$ cat src/rtl/i2c_txn_arbiter_pkg.sv
// i2c_pkg: shared widths and FSM state encoding for the I2C transaction arbiter
package i2c_pkg;
    localparam int I2C_ADDR_W = 7;
    localparam int I2C_DATA_W = 8;
    typedef enum logic [2:0] {IDLE, ISSUE, WAIT_BUSY, WAIT_DONE, COMPLETE} arb_state_e;
endpackage

$ cat src/rtl/i2c_txn_arbiter_if.sv
// i2c_txn_arbiter_if: command/status link between the arbiter (master) and the I2C driver (slave)
interface i2c_txn_arbiter_if;
    import i2c_pkg::*;
    logic                  drv_start;
    logic                  drv_rw;
    logic [I2C_ADDR_W-1:0] drv_addr;
    logic [I2C_DATA_W-1:0] drv_wdata;
    logic                  drv_busy;
    logic [I2C_DATA_W-1:0] drv_rdata;
    modport master (output drv_start, drv_rw, drv_addr, drv_wdata, input drv_busy, drv_rdata);
    modport slave (input drv_start, drv_rw, drv_addr, drv_wdata, output drv_busy, drv_rdata);
endinterface

$ cat src/rtl/i2c_txn_arbiter_rr_arbiter.sv
// rr_arbiter: one-hot round-robin pick; ptr is the highest-priority index (one past the last grant)
module rr_arbiter #(
    parameter int N  = 4,
    parameter int PW = $clog2(N)
) (
    input  logic [N-1:0]  req,
    input  logic [PW-1:0] ptr,
    output logic [N-1:0]  gnt
);
    always_comb begin
        gnt = '0;
        for (int i = N - 1; i >= 0; i--) begin
            if (req[PW'((int'(ptr) + i) % N)]) begin
                gnt = '0;
                gnt[PW'((int'(ptr) + i) % N)] = 1'b1;
            end
        end
    end
endmodule

$ cat src/rtl/i2c_txn_arbiter.sv
// i2c_txn_arbiter: round-robin arbiter serialising requester transactions onto one I2C driver
// Define I2C_ARB_TIMEOUT_EN to add busy-rise/transfer timeouts that complete with err.
module i2c_txn_arbiter
    import i2c_pkg::*;
#(
    parameter int NUM_REQ   = 4,
    parameter int BUSY_WAIT = 64,
    parameter int XFER_MAX  = 65535
) (
    input  logic                          clk,
    input  logic                          rst_n,
    input  logic [NUM_REQ-1:0]            req,
    input  logic [NUM_REQ-1:0]            req_rw,
    input  logic [I2C_ADDR_W*NUM_REQ-1:0] req_addr,
    input  logic [I2C_DATA_W*NUM_REQ-1:0] req_wdata,
    output logic [NUM_REQ-1:0]            gnt,
    output logic [NUM_REQ-1:0]            done,
    output logic                          err,
    output logic [I2C_DATA_W-1:0]         rdata,
    i2c_txn_arbiter_if.master             drv
);
    localparam int PW = $clog2(NUM_REQ);
    arb_state_e            state_q, state_d;
    logic [NUM_REQ-1:0]    gnt_q, gnt_d, done_q, done_d, pick;
    logic [I2C_DATA_W-1:0] rdata_q, rdata_d, wdata_q, wdata_d, sel_wdata;
    logic [I2C_ADDR_W-1:0] addr_q, addr_d, sel_addr;
    logic                  rw_q, rw_d, sel_rw, tmo;
    logic [PW-1:0]         ptr_q, ptr_d, win;

    rr_arbiter #(.N(NUM_REQ)) u_rr (.req(req), .ptr(ptr_q), .gnt(pick));

    always_comb begin
        win       = '0;
        sel_rw    = 1'b0;
        sel_addr  = '0;
        sel_wdata = '0;
        for (int i = 0; i < NUM_REQ; i++) begin
            if (pick[i]) begin
                win       = PW'(i);
                sel_rw    = req_rw[i];
                sel_addr  = req_addr[I2C_ADDR_W*i +: I2C_ADDR_W];
                sel_wdata = req_wdata[I2C_DATA_W*i +: I2C_DATA_W];
            end
        end
    end

`ifdef I2C_ARB_TIMEOUT_EN
    logic [31:0] cnt_q, cnt_d;
    logic        err_q;
    // A timeout only fires when the normal exit of that state did not happen this cycle
    assign tmo = (state_q == WAIT_BUSY && !drv.drv_busy && cnt_q == 32'(BUSY_WAIT - 1)) ||
                 (state_q == WAIT_DONE &&  drv.drv_busy && cnt_q == 32'(XFER_MAX - 1));
    assign cnt_d = (state_d == state_q && (state_q == WAIT_BUSY || state_q == WAIT_DONE)) ? cnt_q + 1'b1 : '0;
    always_ff @(posedge clk or negedge rst_n) begin
        if (!rst_n) begin
            cnt_q <= '0;
            err_q <= 1'b0;
        end else begin
            cnt_q <= cnt_d;
            err_q <= tmo;
        end
    end
    assign err = err_q;
`else
    logic unused_timeout_cfg;
    assign unused_timeout_cfg = ^{BUSY_WAIT, XFER_MAX};
    assign tmo = 1'b0;
    assign err = 1'b0;
`endif

    always_comb begin
        state_d = state_q;
        gnt_d   = gnt_q;
        done_d  = '0;
        rdata_d = rdata_q;
        rw_d    = rw_q;
        addr_d  = addr_q;
        wdata_d = wdata_q;
        ptr_d   = ptr_q;
        case (state_q)
            IDLE: if (|req) begin
                state_d = ISSUE;
                gnt_d   = pick;
                rw_d    = sel_rw;
                addr_d  = sel_addr;
                wdata_d = sel_wdata;
                ptr_d   = (win == PW'(NUM_REQ - 1)) ? '0 : win + 1'b1;
            end
            ISSUE:     state_d = WAIT_BUSY;
            WAIT_BUSY: state_d = drv.drv_busy ? WAIT_DONE : WAIT_BUSY;
            WAIT_DONE: if (!drv.drv_busy) begin
                state_d = COMPLETE;
                rdata_d = rw_q ? drv.drv_rdata : rdata_q;
            end
            default:   state_d = IDLE;
        endcase
        if (tmo) state_d = COMPLETE;
        // Grant drops as done is raised, so both land in the COMPLETE cycle
        if (state_d == COMPLETE && state_q != COMPLETE) begin
            gnt_d  = '0;
            done_d = gnt_q;
        end
    end

    always_ff @(posedge clk or negedge rst_n) begin
        if (!rst_n) begin
            state_q <= IDLE;
            gnt_q   <= '0;
            done_q  <= '0;
            rdata_q <= '0;
            rw_q    <= 1'b0;
            addr_q  <= '0;
            wdata_q <= '0;
            ptr_q   <= '0;
        end else begin
            state_q <= state_d;
            gnt_q   <= gnt_d;
            done_q  <= done_d;
            rdata_q <= rdata_d;
            rw_q    <= rw_d;
            addr_q  <= addr_d;
            wdata_q <= wdata_d;
            ptr_q   <= ptr_d;
        end
    end

    assign gnt           = gnt_q;
    assign done          = done_q;
    assign rdata         = rdata_q;
    assign drv.drv_start = (state_q == ISSUE);
    assign drv.drv_rw    = rw_q;
    assign drv.drv_addr  = addr_q;
    assign drv.drv_wdata = wdata_q;
endmodule

$ cat src/flat_wrapper.sv
// flat-port wrapper written by rule: the top's interface ports become plain ports
module i2c_txn_arbiter_flat import i2c_pkg::*;
#(
    parameter int NUM_REQ   = 4,
    parameter int BUSY_WAIT = 64,
    parameter int XFER_MAX  = 65535
)
  (clk, rst_n, req, req_rw, req_addr, req_wdata, gnt, done, err, rdata, drv_drv_start, drv_drv_rw, drv_drv_addr, drv_drv_wdata, drv_drv_busy, drv_drv_rdata);
  i2c_txn_arbiter_if drv_i ();
  input  logic clk;
  input  logic rst_n;
  input  logic [NUM_REQ-1:0] req;
  input  logic [NUM_REQ-1:0] req_rw;
  input  logic [I2C_ADDR_W*NUM_REQ-1:0] req_addr;
  input  logic [I2C_DATA_W*NUM_REQ-1:0] req_wdata;
  output logic [NUM_REQ-1:0] gnt;
  output logic [NUM_REQ-1:0] done;
  output logic err;
  output logic [I2C_DATA_W-1:0] rdata;
  output wire logic [$bits(drv_i.drv_start)-1:0] drv_drv_start;
  output wire logic [$bits(drv_i.drv_rw)-1:0] drv_drv_rw;
  output wire logic [$bits(drv_i.drv_addr)-1:0] drv_drv_addr;
  output wire logic [$bits(drv_i.drv_wdata)-1:0] drv_drv_wdata;
  input wire logic [$bits(drv_i.drv_busy)-1:0] drv_drv_busy;
  input wire logic [$bits(drv_i.drv_rdata)-1:0] drv_drv_rdata;
  assign drv_drv_start = drv_i.drv_start;
  assign drv_drv_rw = drv_i.drv_rw;
  assign drv_drv_addr = drv_i.drv_addr;
  assign drv_drv_wdata = drv_i.drv_wdata;
  assign drv_i.drv_busy = drv_drv_busy;
  assign drv_i.drv_rdata = drv_drv_rdata;
  i2c_txn_arbiter #(.NUM_REQ(NUM_REQ), .BUSY_WAIT(BUSY_WAIT), .XFER_MAX(XFER_MAX)) u_core (.clk(clk), .rst_n(rst_n), .req(req), .req_rw(req_rw), .req_addr(req_addr), .req_wdata(req_wdata), .gnt(gnt), .done(done), .err(err), .rdata(rdata), .drv(drv_i));
endmodule
$ cat config.mk
export PLATFORM = sky130hd
export DESIGN_NAME = i2c_txn_arbiter_flat
export DESIGN_NICKNAME = d
export VERILOG_FILES = /design/src/rtl/i2c_txn_arbiter_pkg.sv /design/src/rtl/i2c_txn_arbiter_if.sv /design/src/rtl/i2c_txn_arbiter_rr_arbiter.sv /design/src/rtl/i2c_txn_arbiter.sv /design/src/flat_wrapper.sv
export SDC_FILE = /design/constraint.sdc
export NUM_CORES = 1
export LEC_CHECK = 0
export CAP_MARGIN = 25
export CORE_MARGIN = 2
export CORE_UTILIZATION = 33
export CTS_CLUSTER_DIAMETER = 120
export DETAILED_ROUTE_END_ITERATION = 6
export PLACE_DENSITY = 0.69
export SLEW_MARGIN = 5
export SYNTH_ARGS = -nofsm -noshare
export SYNTH_HDL_FRONTEND = slang
export SYNTH_SLANG_ARGS = --single-unit
$ cat constraint.sdc
create_clock -name clk -period 3.3 [get_ports clk]
set_input_delay 0.495 -clock clk [delete_from_list [all_inputs] [get_ports clk]]
set_output_delay 0.495 -clock clk [all_outputs]
set_load 0.02 [all_outputs]
# Word-level counts from Yosys, hierarchy flattened
# Index checks and enable logic that the tools add are counted.
# W data, S select, Z words.
[word_totals] reg_bits=37 wordCells=87
[classes] n_addsub=4 n_lt_le_gt_ge=8 n_eq_ne=6 muxes=48 n_bitwise=1 reduce_logical=12
[ops] cell="$mux W4" count=8
[ops] cell="$mux W8" count=4
[ops] cell="$mux W7" count=4
[ops] cell="$mux W1" count=18
[ops] cell="$lt A2 B4 Y1 const B" count=4
[ops] cell="$pmux W3 S4" count=1
[ops] cell="$bmux W1 S2" count=4
[ops] cell="$demux W1 S2" count=4
[ops] cell="$ge A2 B1 Y1 const B" count=4
[ops] cell="$eq A3 B2 Y1 const B" count=2
[ops] cell="$mux W2" count=3
[ops] cell="$mux W3" count=2
[ops] cell="$logic_and A1 B1 Y1" count=5
[ops] cell="$add A2 B1 Y2 const B" count=2
[ops] cell="$add A2 B2 Y2 const B" count=2
[ops] cell="$reduce_and A2 Y1" count=2
[ops] cell="$reduce_bool A2 Y1" count=2
[ops] cell="$reduce_or A4 Y1" count=1
[ops] cell="$eq A3 B1 Y1 const B" count=1
[ops] cell="$eq A3 B3 Y1 const B" count=1
[ops] cell="$logic_not A3 Y1" count=1
[ops] cell="$ne A3 B3 Y1 const B" count=1
[ops] cell="$reduce_and A3 Y1" count=1
[ops] cell="$eq A2 B2 Y1 const B" count=1
[ops] cell="$not A1 Y1" count=1

# Depth between registers and ports, before layout
# Gate-level depths: netlist of the first run.
[depth] depth_word=14 mapped_depth=11 mapped_depth_nobuf=8

# Hierarchy
# From an unflattened synthesis of the first run, not the netlist that was laid out.
[hier_totals] cells_unflattened=230 hier_area_um2=2307.2
[by_module_without_submodules] module="i2c_txn_arbiter" n_inst=1 cells_per_inst=184 area_per_inst_um2=1918.1
[by_module_without_submodules] module="rr_arbiter" n_inst=1 cells_per_inst=46 area_per_inst_um2=389.1

# Worst setup path after synthesis of the first run
# Ideal clock, no wire load.
[synth_timing] kind="register to register" from="reg u_core.ptr_q[1]" to="reg u_core.wdata_q[0], in the netlist u_core.drv.drv_wdata[0]" setup_ns=0.141 arrival_ns=2.599 required_time_ns=3.159 setup_slack_ns=0.560 path_stages_with_launch=11 n_path_buf=2 path_cell_list="dfrtp_1 -> inv_1 -> ha_1 -> mux4_1 -> nor2_2 -> o21ai_1 -> and2_4 -> buf_12 -> buf_8 -> nand4_1 -> a41oi_2"
[synth_via] elab_chain_cells=13 elab_cells_between_ends=43 cone_classes="add/sub (3); order compare (8); mux (28); reduce/logical (4)"
[synth_lines] element="from (decl)" line_no="i2c_txn_arbiter.sv:28" rtl="logic [PW-1:0] ptr_q, ptr_d, win;"
[synth_lines] element="from (signal assigned)" line_no="i2c_txn_arbiter.sv:123" rtl="ptr_q <= ptr_d;"
[synth_lines] element="$add A2 B2 Y2" line_no="i2c_txn_arbiter_rr_arbiter.sv:13, i2c_txn_arbiter_rr_arbiter.sv:15"
[synth_lines] element="$lt A2 B4 Y1 (not written as such) or $ge A2 B1 Y1 (tied branches)" line_no="i2c_txn_arbiter_rr_arbiter.sv:15" rtl="gnt[PW'((int'(ptr) + i) % N)] = 1'b1;"
[synth_lines] element="$logic_and A1 B1 Y1 (not written as such)" line_no="i2c_txn_arbiter_rr_arbiter.sv:15"
[synth_lines] element="$mux W1 (not written as such)" line_no="i2c_txn_arbiter_rr_arbiter.sv:15"
[synth_lines] element="$demux W1 S2" line_no="i2c_txn_arbiter_rr_arbiter.sv:15"
[synth_lines] element="$mux W4 (3 in a row)" line_no="i2c_txn_arbiter_rr_arbiter.sv:13" rtl="if (req[PW'((int'(ptr) + i) % N)]) begin"
[synth_lines] element="$mux W4 (*)" line_no="i2c_txn_arbiter_rr_arbiter.sv:13"
[synth_lines] element="$mux W8 (3 in a row)" line_no="i2c_txn_arbiter.sv:38" rtl="if (pick[i]) begin"
[synth_lines] element="$mux W8 (*)" line_no="i2c_txn_arbiter.sv:38"
[synth_lines] element="to (signal assigned)" line_no="i2c_txn_arbiter.sv:122" rtl="wdata_q <= wdata_d;"
[synth_lines] element="to (decl)" line_no="i2c_txn_arbiter.sv:25" rtl="logic [I2C_DATA_W-1:0] rdata_q, rdata_d, wdata_q, wdata_d, sel_wdata;"
# Every way passes the cells marked *; elsewhere a longest branch is shown, timed or not. The select of a mux whose other input is x is not followed.
# A chain may end at the register's enable or synchronous reset.

# Final worst setup path of the first run
# Same ends and word-level chain as after synthesis.

==> summary.md, run 1 <==
| Metric | Value |
|---|---|
| CTS Root Cell | clkbuf_8 |
| Antenna Cells | 0 |
| Share of cells above drive strength 1 | about 15% |
| Post-cts resize count | 0 |
| Worst path cell trace | inv_1 -> ha_1 -> mux4_1 -> nand2b_4 -> o22ai_1 -> a31oi_4 -> nand4_1 -> a41oi_2 |
| CP max stage delay | 690 ps |
| Place WS | between 300 and 400 ps |
| Unique cell type count in the Yosys netlist | 51 |
| Final setup vio count | 0 |
| Post-DR vias/cell | roughly 5.3 |
| Final WS setup | approximately 500 ps |
| CP max stage cell | mux4_1 |
| Register Area | 925.9 µm² |
| CP Buf/Inv Count | 1 |
| Crit path max-delay family | compound AO/OA/AOI/OAI gates |
| First-pass GRT wire length | 12450 µm |
| Mapped Nets | ~330 |
| Total congestion overflow | 0 |
| PD cells | ~970 mW/mm² |
| Hold_buf cts | 0 |
| Post-synthesis instance area | 0.002487 mm² |
| Critical path class | flip-flop to flip-flop |
| DPL Wire Length | roughly 5500 µm |
| GRT Util Overall | roughly a fifth |
| Starting density of the core | roughly 34% |
| Clk_lat worst skew | about 300 ps |
| Fin. max-slew vios | 0 |
| Crit path arrival time | 3010 ps |
| Post-synth EDFFs | 0 |
| WL/cell | around 17 µm |
| Final Routed Wirelength | about 7600 µm |
| Sink Count | 37 |
| Ys flop type | dfrtp_1 |
| MaxCap Viol Count | 0 |
| Initial drt markers | about 110 |
| Leak | 1.442 nW |
| PortBufs | ~110 |
| Max VDD drop | between 400 and 500 µV |
| Startpoint Class | flip-flop |
| H-tree depth | 2 |
| Final nets | roughly 440 |
| Least-Margin Pin Slew | 866.4 ps |
| Clk buf depth | 2 |
| Type of element capturing the critical path | flip-flop |
| Core area | around 0.0073 mm² |
| Post-CTS setup buffers | 0 |
| Post-route ant nets | 0 |
| Synth Warn # | 0 |
| Placed Instances | ~440 |
| Period utilization | between 80% and 90% |
| Final hold violation count | 0 |
| Most frequent cells in the layout | 110 x clkdlybuf4s50_1, 37 x dfrtp_1, 30 x nand2_1 |
| Instance count of the mapped netlist | 240 |
| Initial antenna violation count | 0 |
| Post-synth ARST share | 100.0% |
| CTS tree | built |
| Die X | 90.82 µm |
| Worst Path Max Fanout | 17 |
| DRT Pass-1 Iters | 4 |
| Post-layout minimum cycle time | approximately 2800 ps |
| CTS clk-pin slew, worst paths | approximately 90 ps |
| FILL cells | approximately 680 |
| IO Pins | 113 |
| Largest net degree at the start of global routing | 38 |
| Relative slew slack | a little over two fifths |
| RSZ-0062 raised after global routing | no |
| DRC | 0 |
| Status | complete, no violations |
| RD Place Congestion | roughly 0.84 |
| Required time of the worst setup path | 3520 ps |
| CTS Buf Count | 5 |
| Area of the multi-input gates | about 0.0014 mm² |
| Die Height | slightly above 90 µm |
| Layout Skew | 14.03 ps |
| Die area | between 0.008 and 0.009 mm² |
| Setup TNS | 0 ps |
| Synth-to-layout area growth | 51.46% |
| Mean Syn Cell Area | 10.36 µm² |
| Sequential element share of the synthesized area | between 30 and 40% |
| Via count | between 2000 and 2500 |
| Fin cells | about 450 |
| Worst hold slack | 301.4 ps |
| Commonest non-fill, non-tap cell in the layout | clkdlybuf4s50_1 |
| Fmax | approximately 0.36 GHz |
| Worst hold-check path type | primary input to async pin |
| Vias in the first global route | ~2500 |
| FP Rows | 31 |
| Seq cells post-synth | 37 |
[registers in the layout, indices dropped and copies added, names as in the netlist]
name	count
u_core.done	4
u_core.drv.drv_addr	7
u_core.drv.drv_rw	1
u_core.drv.drv_wdata	8
u_core.gnt	4
u_core.ptr_q	2
u_core.rdata	8
u_core.state_q	3
[metrics by stage]
step           power, W  instance area (µm²)  util (%)
6_report       0.003652                 3767     51.66
4_1_cts        0.003671                 3767     51.66
3_3_place_gp   0.003217                 3655     50.12
5_1_grt        0.003908                 3767     51.66
3_5_place_dp   0.003251                 3655     50.12
2_1_floorplan  0.002500                 2487         -
[cells by family (layout without fill, tap and decap cells)]
kind of cell | count (synthesis) | after routing | synth area share, %
other | 1 | 1 | 0.1508
AND/OR/NAND/NOR | 101 | 101 | 20.37
flip-flops | 37 | 37 | 37.22
multiplexers | 13 | 13 | 7.344
adder cells (fa/ha/maj) | 7 | 7 | 3.521
buffers and inverters | 22 | 134 | 7.042
AO/OA/AOI/OAI | 59 | 59 | 24.35
[worst paths after layout]
check	from	endpoint	slack, ps	cells after the start
setup / recovery	u_core.ptr_q[1]	u_core.drv.drv_wdata[0]	510	8
hold / removal	rst_n	u_core.drv.drv_wdata[4]	300	1
setup reg to reg	u_core.ptr_q[1]	u_core.drv.drv_wdata[0]	510	8
max in group asynchronous	rst_n	u_core.drv.drv_addr[5]	2440	1
hold reg to reg	u_core.state_q[2]	u_core.state_q[1]	490	1
min in group clk	u_core.state_q[2]	u_core.state_q[1]	490	1
[cell usage after synthesis, types with 2 or more instances]
| cell type | n | share of area (%) |
|---|---|---|
| o21ai_2 | 2 | 0.70 |
| a31oi_4 | 3 | 2.6 |
| ha_1 | 7 | 3.5 |
| mux2_2 | 9 | 4.1 |
| o2bb2ai_1 | 16 | 5.6 |
| clkbuf_1 | 4 | 0.60 |
| nor2_1 | 20 | 3.0 |
| nand4_1 | 16 | 4.0 |
| o211ai_1 | 3 | 0.91 |
| a41oi_1 | 7 | 2.5 |
| nand3_1 | 20 | 4.0 |
| o21ai_0 | 2 | 0.40 |
| a41oi_2 | 9 | 5.9 |
| buf_12 | 2 | 1.6 |
| a211oi_1 | 3 | 0.91 |
| and3_1 | 4 | 1.0 |
| dfrtp_1 | 37 | 37 |
| nor2b_1 | 2 | 0.50 |
| buf_2 | 3 | 0.60 |
| mux4_2 | 2 | 1.8 |
| nand2_1 | 30 | 4.5 |
| a211o_1 | 2 | 0.70 |
| inv_1 | 3 | 0.45 |
| buf_6 | 4 | 1.8 |
| buf_4 | 4 | 1.2 |
[power by group]
part           leakage, nW  internal, W  switching, W
Clock               0.0585     0.000226      0.000173
Combinational        0.938      0.00105       0.00142
Sequential           0.446     0.000660      0.000125
Total                 1.44      0.00193       0.00172
[layout make-up]
class                   count  share of cell area [%]
clock inverters             3                   1.162
repair buffers            122                   31.55
flip-flops and latches     37                   24.58
inverters                   4                  0.3985
multi-input cells         181                   37.20
clock buffers               5                   1.827
well taps                  99                   3.288
[routing by layer]
metal | part of all wire, % | GRT usage, %
met4 | 1.1 | 5.051
met5 | 0 | 0
met1 | 45 | 25.76
met3 | 7.7 | 4.508
met2 | 47 | 29.48
Power figures use the tool's default switching activity.
==> run 2: changes to the inputs <==
==> constraint.sdc (replaced) <==
create_clock -name clk -period 2.86 [get_ports clk]
set_input_delay 0.429 -clock clk [delete_from_list [all_inputs] [get_ports clk]]
set_output_delay 0.429 -clock clk [all_outputs]
set_load 0.02 [all_outputs]
==> run 2 against run 1 <==
Net effect:
- hold slack worse by 72 ps
- clock skew is 4.1 ps lower
- critical endpoint is now u_core.drv.drv_wdata[3]
- worst setup slack worse by 240 ps
- highest routed layer unchanged
- fmax is 7.6% higher
- sequential power is 15% higher
- first-iteration DRC count is 5.4% lower
- non-clock buffer count is 7 higher
- total power is 23% higher
- largest cell class unchanged
==> summary.md, run 2 (synthesized netlist as in run 1, its figures left out) <==
| Metric | Value |
|---|---|
| PD cells | roughly 1200 mW/mm² |
| CTS tree | built |
| Vias in the first global route | around 2500 |
| PortBufs | roughly 110 |
| Total congestion overflow | 0 |
| Post-cts resize count | 0 |
| DRT Pass-1 Iters | 6 |
| Placed cell areas | between 0.003 and 0.004 mm² |
| Clk_lat worst skew | roughly 300 ps |
| First-pass GRT wire length | 12540 µm |
| CTS Root Cell | clkbuf_8 |
| MaxCap Viol Count | 0 |
| RD Place Congestion | 0.8276 |
| Leak | 1.502 nW |
| Die X | between 90 and 100 µm |
| WL/cell | between 15 and 20 µm |
| Fin. max-slew vios | 0 |
| Critical path class | flip-flop to flip-flop |
| Via count | about 2400 |
| Final nets | 444 |
| Least-Margin Pin Slew | around 840 ps |
| CTS Buf Count | 5 |
| Sink Count | 37 |
| Most frequent cells in the layout | 110 x clkdlybuf4s50_1, 37 x dfrtp_1, 30 x nand2_1 |
| Final Core Density | a little over half |
| Synth-to-layout area growth | 56.59% |
| Post-CTS setup buffers | 0 |
| Worst Path Max Fanout | 17 |
| FP Rows | 31 |
| Final Routed Wirelength | between 7000 and 8000 µm |
| Fmax | around 0.39 GHz |
| Commonest non-fill, non-tap cell in the layout | clkdlybuf4s50_1 |
| Die area | between 0.008 and 0.009 mm² |
| Post-route ant nets | 0 |
| Initial antenna violation count | 0 |
| Final setup vio count | 0 |
| Period utilization | slightly above 90% |
| Final hold violation count | 0 |
| Layout Skew | 9.941 ps |
| Post-DR vias/cell | about 5.3 |
| DRC | 0 |
| Largest net degree at the start of global routing | 38 |
| Die Height | a little over 90 µm |
| GRT Util Overall | 18.79% |
| Initial drt markers | about 110 |
| Core area | ~0.0073 mm² |
| Type of element capturing the critical path | flip-flop |
| Relative slew slack | 44.10% |
| Crit path arrival time | around 2800 ps |
| Antenna Cells | 0 |
| Clk buf depth | 2 |
| Startpoint Class | flip-flop |
| Setup TNS | 0 ps |
| Share of cells above drive strength 1 | ~17% |
| RSZ-0062 raised after global routing | no |
| H-tree depth | 2 |
| Hold_buf cts | 0 |
| Starting density of the core | around a third |
| Worst hold-check path type | primary input to async pin |
| Post-layout minimum cycle time | roughly 2600 ps |
| DPL Wire Length | between 5000 and 6000 µm |
| IO Pins | around 110 |
| Max VDD drop | slightly below 500 µV |
| CTS clk-pin slew, worst paths | 80 ps |
| Required time of the worst setup path | approximately 3100 ps |
| Status | complete, no violations |
| Final instance area | 0.003895 mm² |
[run 2: report_power, final]
part,total (W),internal [W],switching [W]
registers,0.000902,0.000761,0.000141
clock network,0.000557,0.000351,0.000206
logic,0.00303,0.00137,0.00167
total,0.00449,0.00248,0.00202
[run 2: through the flow]
stage	hold slack [ps]	std cells	total power [W]	setup WS (ps)
finish	229.2	458	0.004493	268.3
global route	298.8	458	0.004788	81.60
CTS	252.9	458	0.004527	225.7
detailed placement	474.0	450	0.003948	24.18
global placement	466.1	450	0.003904	56.28
floorplan	133.4	240	0.002885	120.3
[run 2: layout make-up]
class	instances	area (µm²)
fill	682	3397
multi-input combinational	181	1401
timing repair buffer	129	1291
sequential	37	925.9
tap	99	123.9
clock buffer	5	68.82
clock inverter	3	68.82
inverter	4	15.01
[run 2: path summary, 6_finish.rpt]
path | startpoint | end | slack [ps] | depth (start not counted)
max reg2reg | u_core.ptr_q[0] | u_core.drv.drv_wdata[3] | 270 | 8
min reg2reg | u_core.state_q[2] | u_core.state_q[1] | 480 | 1
min | rst_n | u_core.drv.drv_wdata[4] | 230 | 1
max | u_core.ptr_q[0] | u_core.drv.drv_wdata[3] | 270 | 8
max in group asynchronous | rst_n | u_core.rdata[2] | 2090 | 1
min in group clk | u_core.state_q[2] | u_core.state_q[1] | 480 | 1
[run 2: worst max-delay path, cell delays in order (launching register included)]
cell	delay, ps
dfrtp_1	350
inv_1	60
ha_1	350
mux4_1	670
nand2b_4	120
o22ai_2	100
a31oi_4	480
nand3_1	150
a41oi_1	220
[run 2: metal layers]
layer | global-route usage [%] | routed length (µm) | up-vias | share of wire (%)
met5 | 0 | 0 | - | 0
met4 | 5.177 | 57 | 0 | 0.74
met3 | 5.593 | 613 | 4 | 8.0
met2 | 31.09 | 3657 | 97 | 48
met1 | 23.92 | 3334 | 1169 | 44
li1 | - | - | 1150 | -
==> run 3: changes to the inputs <==
--- a/config.mk
+++ b/config.mk
@@ -10,7 +10,7 @@
 export CORE_UTILIZATION = 33
 export CTS_CLUSTER_DIAMETER = 120
 export DETAILED_ROUTE_END_ITERATION = 6
-export PLACE_DENSITY = 0.69
+export PLACE_DENSITY = 0.72
 export SLEW_MARGIN = 5
 export SYNTH_ARGS = -nofsm -noshare
 export SYNTH_HDL_FRONTEND = slang
==> constraint.sdc (replaced) <==
create_clock -name clk -period 2.2 [get_ports clk]
set_input_delay 0.33 -clock clk [delete_from_list [all_inputs] [get_ports clk]]
set_output_delay 0.33 -clock clk [all_outputs]
set_load 0.02 [all_outputs]
==> run 3 against run 2 <==
Net effect:
- the flow now finishes with violations (setup timing)
- non-clock buffer count grew 23
- clock power increased by 6.1%
- combinational power is 55% higher
- cell count up 5.5%
- utilization increased by 4.5 points
- fmax grew 11%
- routed wire length is 9.5% higher
- critical path type unchanged
- highest routed layer unchanged
==> summary.md, run 3 (synthesized netlist as in run 1, its figures left out) <==
| Metric | Value |
|---|---|
| CTS tree | built |
| Failing checks | setup timing |
| Worst path cell trace | inv_2 -> ha_4 -> mux4_2 -> nand2b_4 -> o22ai_4 -> a31oi_4 -> clkbuf_16 -> nand3_1 -> a41oi_2 |
| Period utilization | 105.9% |
| CTS Root Cell | clkbuf_8 |
| RSZ-0062 raised after global routing | yes |
| Most frequent cells in the layout | 110 x clkdlybuf4s50_1, 36 x dfrtp_1, 33 x buf_4 |
| CP max stage delay | approximately 590 ps |
| MaxCap Viol Count | 0 |
| Antenna Cells | 0 |
| Critical path class | flip-flop to flip-flop |
| Vias in the first global route | 2706 |
| Post-DR vias/cell | about 5.3 |
| Core area | around 0.0073 mm² |
| Max VDD drop | 852.3 µV |
| Required time of the worst setup path | 2410 ps |
| PD cells | between 1500 and 2000 mW/mm² |
| Die area | roughly 0.0082 mm² |
| Type of element capturing the critical path | flip-flop |
| Via count | roughly 2600 |
| Place WS | -412.1 ps |
| FP Rows | 31 |
| CTS clk-pin slew, worst paths | 80 ps |
| GRT Util Overall | between 15 and 20% |
| Sink Count | 37 |
| CP Buf/Inv Count | 2 |
| Leak | about 1.6 nW |
| Initial drt markers | 132 |
| Share of cells above drive strength 1 | between 20% and 30% |
| DPL Wire Length | between 6000 and 7000 µm |
| Startpoint Class | flip-flop |
| Hold path cells | 1 |
| WL/cell | approximately 17 µm |
| Crit path arrival time | ~2500 ps |
| Total congestion overflow | 0 |
| H-tree depth | 2 |
| Final Routed Wirelength | 8392 µm |
| Crit path max-delay family | multiplexers |
| Fmax | 0.4291 GHz |
| Clk buf depth | 2 |
| Final nets | roughly 470 |
| DRC | 0 |
| CTS Buf Count | 5 |
| CP max stage cell | mux4_2 |
| Final hold violation count | 0 |
| Post-layout minimum cycle time | 2331 ps |
| Die X | between 90 and 100 µm |
| Initial antenna violation count | 0 |
| First-pass GRT wire length | 13230 µm |
| Layout Skew | between 7 and 8 ps |
| Fin. max-slew vios | 0 |
| Commonest non-fill, non-tap cell in the layout | clkdlybuf4s50_1 |
| Crit path depth | 9 |
| Clk_lat worst skew | 290 ps |
| Die Height | between 90 and 100 µm |
| Reg2Reg Depth | 9 |
| Worst hold-check path type | flip-flop to flip-flop |
| IO Pins | 113 |
| Final WS setup | -130.6 ps |
| Synth-to-layout area growth | 69.92% |
| Setup TNS | -1791 ps |
| Worst Path Max Fanout | 5 |
| RD Place Congestion | about 0.85 |
| Starting density of the core | 34.11% |
| Status | finished with violations |
| Post-route ant nets | 0 |
| Largest net degree at the start of global routing | 36 |
| DRT Pass-1 Iters | 4 |
| PortBufs | 111 |
| Final setup vio count | 18 |
| Worst hold slack | 484.0 ps |
[run 3: final cells by class]
cell class              count  area [µm²]
well taps                  99       123.9
multi-input cells         183        1545
clock inverters             3       46.29
inverters                   4       15.01
repair buffers            152        1500
flip-flops and latches     37       927.1
fillers                   668        3065
clock buffers               5       68.82
[run 3: where the power goes]
part | switching, W | internal [W]
clock | 0.000251 | 0.000339
combinational | 0.00246 | 0.00224
sequential | 0.000191 | 0.000991
total | 0.00290 | 0.00357
[run 3: final timing paths]
kind / from / to / slack (ps)
max: u_core.ptr_q[1] / u_core.drv.drv_wdata[7] / -130
min: u_core.state_q[2] / u_core.state_q[1] / 480
max reg2reg: u_core.ptr_q[1] / u_core.drv.drv_wdata[7] / -130
min reg2reg: u_core.state_q[2] / u_core.state_q[1] / 480
max in group asynchronous: rst_n / u_core.drv.drv_rw / 1140
min in group asynchronous: rst_n / u_core.drv.drv_wdata[0] / 510
[run 3: per-layer routing]
| layer | track usage (%) | vias to the layer above | share of wire [%] |
|---|---|---|---|
| met2 | 35.20 | 97 | 52 |
| li1 | - | 1199 | - |
| met1 | 24.01 | 1275 | 41 |
| met5 | 0 | - | 0 |
| met4 | 3.914 | 0 | 0.32 |
| met3 | 4.174 | 4 | 6.8 |
[run 3: worst reg2reg max path, stage by stage (launching register included)]
cell and delay [ps]:
dfrtp_2 380, inv_2 50, ha_4 280, mux4_2 590
nand2b_4 130, o22ai_4 80, a31oi_4 300, clkbuf_16 220
nand3_1 90, a41oi_2 140
[run 3: timing repair]
item	4_1_cts	5_1_grt
hold endpoints to repair	18	0
setup endpoints to repair	18	21
gates resized for setup	6	17
gates cloned	0	3
hold buffers	1	0
setup buffers	0	1
pin swaps	1	11
[run 3: per-stage QoR]
| stage | util (%) | cell area (µm²) | power [W] | std cells |
|---|---|---|---|---|
| 6_report | 57.96 | 4227 | 0.006472 | 483 |
| 5_1_grt | 57.96 | 4227 | 0.006864 | 483 |
| 4_1_cts | 56.18 | 4096 | 0.006157 | 479 |
| 3_5_place_dp | 53.96 | 3935 | 0.005474 | 470 |
| 3_3_place_gp | 53.96 | 3935 | 0.005341 | 470 |
| 2_1_floorplan | - | 2509 | 0.003824 | 240 |
